## src/rtl/leds_line_ctrl_if.sv

```systemverilog
// leds_line_ctrl_if
//   Word handshake between the display-word producer (master) and the
//   LED line sequencer (slave).
//   word_in    : display word, sampled on the accepting edge
//   word_valid : producer has a word; held until accepted
//   word_ready : sequencer can accept a word
interface leds_line_ctrl_if #(
  parameter int WORD_WIDTH = 18
);
  logic [WORD_WIDTH-1:0] word_in;
  logic                  word_valid;
  logic                  word_ready;

  modport master (output word_in, output word_valid, input  word_ready);
  modport slave  (input  word_in, input  word_valid, output word_ready);
endinterface

```

## src/rtl/leds_line_ctrl.sv

```systemverilog
// leds_line_ctrl
//   Serializes a parallel display word MSB-first into the LED line shift
//   register, then holds off for T_WIDTH cycles so the display stays legible.
//   Ports:
//     clk, rstn     : system clock, asynchronous active-low reset
//     w (slave)     : word_in / word_valid / word_ready handshake
//     line_din      : serial bit to the LED line register
//     line_din_ena  : one-cycle shift strobe to the LED line register
//     busy          : high while shifting or holding off
//     done          : one-cycle pulse in the cycle after the final strobe
//     frame_cnt     : completed frames, wraps 255 -> 0
//   All outputs are registered. word_ready is itself registered, so a word
//   offered while ready is high is taken on the following edge.
module leds_line_ctrl #(
  parameter int WORD_WIDTH = 18,
  parameter int SHIFT_DIV  = 1,
  parameter int T_WIDTH    = 10000
) (
  input  logic                  clk,
  input  logic                  rstn,
  leds_line_ctrl_if.slave       w,
  output logic                  line_din,
  output logic                  line_din_ena,
  output logic                  busy,
  output logic                  done,
  output logic [7:0]            frame_cnt
);
  localparam int IW = (WORD_WIDTH > 1) ? $clog2(WORD_WIDTH) : 1;
  localparam int DW = (SHIFT_DIV > 1) ? $clog2(SHIFT_DIV) : 1;
  localparam int HW = (T_WIDTH > 0) ? $clog2(T_WIDTH + 1) : 1;

  localparam logic [IW-1:0] IDX_TOP   = IW'(WORD_WIDTH - 1);
  localparam logic [DW-1:0] DIV_LAST  = DW'(SHIFT_DIV - 1);
  localparam logic [HW-1:0] HOLD_LAST = HW'((T_WIDTH > 0) ? T_WIDTH - 1 : 0);

  typedef enum logic [1:0] {S_IDLE, S_SHIFT, S_HOLD} state_t;

  state_t                state_q,  state_d;
  logic [WORD_WIDTH-1:0] shadow_q, shadow_d;
  logic [IW-1:0]         idx_q,    idx_d;
  logic [DW-1:0]         div_q,    div_d;
  logic [HW-1:0]         hold_q,   hold_d;
  logic                  last_q,   last_d;   // index-0 strobe is on the line now
  logic                  ready_q,  ready_d;
  logic                  din_q,    din_d;
  logic                  ena_q,    ena_d;
  logic                  busy_q,   busy_d;
  logic                  done_q,   done_d;
  logic [7:0]            fcnt_q,   fcnt_d;

  always_ff @(posedge clk or negedge rstn) begin
    if (!rstn) begin
      state_q  <= S_IDLE;
      shadow_q <= '0;
      idx_q    <= '0;
      div_q    <= '0;
      hold_q   <= '0;
      last_q   <= 1'b0;
      ready_q  <= 1'b1;
      din_q    <= 1'b0;
      ena_q    <= 1'b0;
      busy_q   <= 1'b0;
      done_q   <= 1'b0;
      fcnt_q   <= '0;
    end else begin
      state_q  <= state_d;
      shadow_q <= shadow_d;
      idx_q    <= idx_d;
      div_q    <= div_d;
      hold_q   <= hold_d;
      last_q   <= last_d;
      ready_q  <= ready_d;
      din_q    <= din_d;
      ena_q    <= ena_d;
      busy_q   <= busy_d;
      done_q   <= done_d;
      fcnt_q   <= fcnt_d;
    end
  end

  always_comb begin
    state_d  = state_q;
    shadow_d = shadow_q;
    idx_d    = idx_q;
    div_d    = div_q;
    hold_d   = hold_q;
    last_d   = last_q;
    ready_d  = ready_q;
    din_d    = din_q;     // line_din keeps its last value between strobes
    ena_d    = 1'b0;
    busy_d   = busy_q;
    done_d   = 1'b0;
    fcnt_d   = fcnt_q;
    case (state_q)
      S_IDLE: begin
        if (w.word_valid && ready_q) begin
          shadow_d = w.word_in;
          idx_d    = IDX_TOP;
          div_d    = '0;
          last_d   = 1'b0;
          ready_d  = 1'b0;
          busy_d   = 1'b1;
          state_d  = S_SHIFT;
        end
      end
      S_SHIFT: begin
        if (last_q) begin
          // cycle after the final strobe: frame complete
          last_d = 1'b0;
          done_d = 1'b1;
          fcnt_d = fcnt_q + 8'd1;
          hold_d = '0;
          if (T_WIDTH == 0) begin
            state_d = S_IDLE;
            ready_d = 1'b1;
            busy_d  = 1'b0;
          end else begin
            state_d = S_HOLD;
          end
        end else if (div_q == DIV_LAST) begin
          div_d = '0;
          ena_d = 1'b1;
          din_d = shadow_q[idx_q];
          if (idx_q == '0) last_d = 1'b1;
          else             idx_d  = idx_q - IW'(1);
        end else begin
          div_d = div_q + DW'(1);
        end
      end
      S_HOLD: begin
        // the done cycle is hold count 0, so T_WIDTH cycles in total
        if (hold_q == HOLD_LAST) begin
          state_d = S_IDLE;
          ready_d = 1'b1;
          busy_d  = 1'b0;
        end else begin
          hold_d = hold_q + HW'(1);
        end
      end
      default: begin
        state_d = S_IDLE;
        ready_d = 1'b1;
        busy_d  = 1'b0;
      end
    endcase
  end

  assign w.word_ready  = ready_q;
  assign line_din      = din_q;
  assign line_din_ena  = ena_q;
  assign busy          = busy_q;
  assign done          = done_q;
  assign frame_cnt     = fcnt_q;
endmodule

```

## src/flat_wrapper.sv

```systemverilog
// flat-port wrapper written by rule: the top's interface ports become plain ports
module leds_line_ctrl_flat 
#(
  parameter int WORD_WIDTH = 18,
  parameter int SHIFT_DIV  = 1,
  parameter int T_WIDTH    = 10000
)
  (clk, rstn, line_din, line_din_ena, busy, done, frame_cnt, w_word_in, w_word_valid, w_word_ready);
  leds_line_ctrl_if #(.WORD_WIDTH(WORD_WIDTH)) w_i ();
  input  logic clk;
  input  logic rstn;
  output logic line_din;
  output logic line_din_ena;
  output logic busy;
  output logic done;
  output logic [7:0] frame_cnt;
  input wire logic [$bits(w_i.word_in)-1:0] w_word_in;
  input wire logic [$bits(w_i.word_valid)-1:0] w_word_valid;
  output wire logic [$bits(w_i.word_ready)-1:0] w_word_ready;
  assign w_i.word_in = w_word_in;
  assign w_i.word_valid = w_word_valid;
  assign w_word_ready = w_i.word_ready;
  leds_line_ctrl #(.WORD_WIDTH(WORD_WIDTH), .SHIFT_DIV(SHIFT_DIV), .T_WIDTH(T_WIDTH)) u_core (.clk(clk), .rstn(rstn), .w(w_i), .line_din(line_din), .line_din_ena(line_din_ena), .busy(busy), .done(done), .frame_cnt(frame_cnt));
endmodule
```

## config.mk

```make
export PLATFORM = sky130hd
export DESIGN_NAME = leds_line_ctrl_flat
export DESIGN_NICKNAME = d
export VERILOG_FILES = /design/src/rtl/leds_line_ctrl_if.sv /design/src/rtl/leds_line_ctrl.sv /design/src/flat_wrapper.sv
export SDC_FILE = /design/constraint.sdc
export NUM_CORES = 1
export LEC_CHECK = 0
export ABC_AREA = 1
export BUFFER_PORTS_ARGS = -buffer_cell sky130_fd_sc_hd__buf_2
export CORE_ASPECT_RATIO = 0.9
export CORE_MARGIN = 2
export CORE_UTILIZATION = 45
export CTS_BUF_LIST = sky130_fd_sc_hd__clkbuf_8
export DETAILED_ROUTE_END_ITERATION = 6
export PLACE_DENSITY = 0.77
export SLEW_MARGIN = 20
export SYNTH_ARGS = -nofsm -noshare
export SYNTH_HDL_FRONTEND = slang
export SYNTH_SLANG_ARGS = --single-unit
```

## constraint.sdc

```tcl
create_clock -name clk -period 1.4 [get_ports clk]
set_input_delay 0.07 -clock clk [delete_from_list [all_inputs] [get_ports clk]]
set_output_delay 0.07 -clock clk [all_outputs]
set_load 0.03 [all_outputs]
```

==> metrics.yaml <==
antenna_left: 0
htreeDepth: 2
final_util: 0.667
slew_headroom: 0.784
setup_slack_ps: -81.7
worstHoldStart: "w_word_valid"
cts_tree: "built"
min_path_type: "in2reg"
period_needed_ps: 1480
report.final.slew_viol_count: 0
ys_seq_area_frac: 0.493
grt_max_degree: 54
synth-seq-cells: 53
grt_use_total: 0.207
vias_per_cell: 5.12
antenna_found_initial: 0
rsz0062_at_grt: "yes"
cellPowerDensity_nw_per_um2: 715
synthToLayoutAreaGrowth_pct: 41.9
cp_top_family: "simple AND/OR/NAND/NOR gates"
clockBufferDepth: 2
worst_pin_slew_ps: 323
grt_overflow_total: 0
violations: "negative setup slack"
p_total_mw: 2.73
synth.distinct_cells: 28
num_rows: 26
cp_cell_sequence: "buf_4, nand3_1, nor3_1, buf_4, nand3_1, nand2_1, nand3_1, o21ai_1"
grt_pass1_vias: 2431
finalSetupViolations: 14
io_buffer_count: 33
first_pass_iters: 4
clk_pin_slew_ps: 110
path_buf_inv: 2
path_class: "reg2reg"
core_um2: 5730
die_h_um: 77.4
rrSetupSlack_ps: -80
synth.top_cell.area_share: 0.483
cts_root_buffer: "clkbuf_8"
n_antenna_cell: 0
gp_congestion: 0.873
hpwlAfterDp_um: 4130
worstSetupStartpointType: "flop"
final_area_um2: 3820
netlist_instances: 329
cp.arrival_ps: 1710
cap_violations: 0
crit_path_frequent_cell: "nand3_1"
fin_nets: 455
slowest_stage: "dfrtp_1"
num_io_pins: 34
holdPathStages: 5
fmax_mhz: 675
syn_area_um2: 2690
grt_pass1_wl_um: 11000
p_leak_nw: 1.89
worst_skew_pair.late_latency_ps: 310
r2r-start: "u_core.hold_q[0]$_DFFE_PN0P_"
yosys-top-cells-area: "dfrtp_1 48%, nand2_1 12%, inv_1 6.6%"
detail_route.iter0.violations: 264
routedWlPerCell_um: 13.9
hold_viol_final: 0
finalCritPeriodShare: 1.06
worst_setup_path_end_kind: "flop"
reg2reg_depth: 8
die_w_um: 85.5
dpl_cell_area_um2: 3230
peakVddDrop_mv: 0.523
whs_endpoint: "u_core.w.word_ready$_DFFE_PN1P_"
drcViolationCount: 0
syn_nets: 353
status: "finished with violations"
skew_ps: 12.7
r2r_end: "u_core.hold_q[13]$_DFFE_PN0P_"
synth_top_cell_by_area: "dfrtp_1"
vias: 2571
layout-drive-gt1-share: 0.336
cts_inserted_buffers: 5
die-area_um2: 6620
syn_avg_cell_area_um2: 8.18
cp_max_fo: 5
cts_sinks: 53
wirelength_um: 6980
crit_required_ps: 1630
start_util: 0.470
fillers: 408
yosysWarnings: 0
crit_path_max_incr_delay_ps: 410
## synthesized netlist by cell type
| cell type | n |
|---|---|
| nand2_1 | 89 |
| dfrtp_1 | 52 |
| inv_1 | 47 |
| nand3_1 | 32 |
| o21ai_0 | 23 |
| nor2_1 | 17 |
| xor2_1 | 12 |
| nor3_1 | 7 |
| o21ai_2 | 7 |
| nand4_1 | 6 |
| buf_2 | 5 |
| a21oi_1 | 3 |
| ha_1 | 3 |
| nor2_2 | 3 |
| o21ai_1 | 3 |
| inv_2 | 2 |
| nand2_2 | 2 |
| nand2_4 | 2 |
| nor2_4 | 2 |
| nor3_2 | 2 |
| o31ai_1 | 2 |
| xnor2_1 | 2 |
| buf_6 | 1 |
| dfstp_2 | 1 |
| nand3_2 | 1 |
| nor4_1 | 1 |
| o22ai_2 | 1 |
| or2_2 | 1 |
## worst min-delay path: cells and delay by family
family | cells | cell delay, ps
AND/OR/NAND/NOR | 3 | 260
AO/OA/AOI/OAI | 1 | 60
buffers and inverters | 1 | 130
## layout by cell type (no fill, tap or decap), types with 5 or more instances in the layout
master / synthesis / routed
nand4_1: 6 / 6
buf_4: 0 / 42
buf_2: 5 / 33
nand3_1: 32 / 28
dfrtp_1: 52 / 50
nand2_2: 2 / 7
inv_1: 47 / 41
dlygate4sd3_1: 0 / 19
nor2_4: 2 / 5
o21ai_0: 23 / 18
clkbuf_8: 0 / 5
o21ai_1: 3 / 7
inv_2: 2 / 6
nand2_1: 89 / 81
xor2_1: 12 / 11
nor3_1: 7 / 6
o21ai_2: 7 / 7
nor2_1: 17 / 13
## area by class of cell
| cell class | instances | area [um^2] | share of cell area |
|---|---|---|---|
| clock buffers | 5 | 68.8 | 0.0180 |
| clock inverters | 3 | 48.8 | 0.0128 |
| inverters | 49 | 194 | 0.0508 |
| multi-input cells | 222 | 1330 | 0.347 |
| flip-flops and latches | 53 | 1330 | 0.348 |
| well taps | 70 | 87.6 | 0.0229 |
| repair buffers | 100 | 764 | 0.200 |
## power by group
group | internal (mW) | switching [mW]
clock network | 0.546 | 0.549
registers | 1.53 | 0
logic | 0.0596 | 0.0449
## layer usage
| metal | vias up | part of all wire | GRT usage |
|---|---|---|---|
| met5 | - | 0 | 0 |
| met4 | 0 | 0.029 | 0.0635 |
| met3 | 18 | 0.054 | 0.0319 |
| met2 | 88 | 0.49 | 0.339 |
| met1 | 1212 | 0.42 | 0.283 |
| li1 | 1253 | - | - |
## cell families after synthesis
logic type	share of synthesized area
AND/OR/NAND/NOR	0.278
buffers and inverters	0.0818
flip-flops	0.493
AO/OA/AOI/OAI	0.0869
XOR/XNOR	0.0456
adder cells (fa/ha/maj)	0.0139
## flip-flops by register name (all words and copies together) (netlist names), 2 cells and up
signal	cells
u_core.shadow_q	18
u_core.state_q	2
u_core.frame_cnt	8
u_core.idx_q	5
u_core.hold_q	14
## worst max path at each step
stage	start	to	cells after the start
floorplan	u_core.hold_q[0]$_DFFE_PN0P_	u_core.hold_q[1]$_DFFE_PN0P_	11
CTS	u_core.hold_q[0]$_DFFE_PN0P_	u_core.hold_q[0]$_DFFE_PN0P_	11
finish	u_core.hold_q[0]$_DFFE_PN0P_	u_core.hold_q[13]$_DFFE_PN0P_	8
global placement	u_core.hold_q[1]$_DFFE_PN0P_	u_core.hold_q[0]$_DFFE_PN0P_	11
detailed placement	u_core.hold_q[1]$_DFFE_PN0P_	u_core.hold_q[0]$_DFFE_PN0P_	11
global route	u_core.hold_q[0]$_DFFE_PN0P_	u_core.hold_q[13]$_DFFE_PN0P_	8
## through the flow
stage	hold WS, ps	worst slack (ps)	TNS [ps]	cells
after global routing	200	-215	-2540	502
after CTS	107	-33.0	-90.7	491
after detailed placement	85.6	-94.0	-464	461
after floorplan	-226	-27.3	-47.4	329
after global placement	85.0	-35.7	-111	461
final	191	-81.7	-358	502
## repair_timing
item / 4_1_cts / 5_1_grt
endpoints found under the hold margin: 70 / 0
gates cloned: 1 / 0
gates resized for setup: 15 / 32
buffers inserted: 2 / 11
pin swaps: 5 / 11
endpoints found under the setup margin: 12 / 24
hold buffers: 19 / 0
No activity file was read; power rests on OpenSTA's default activity.
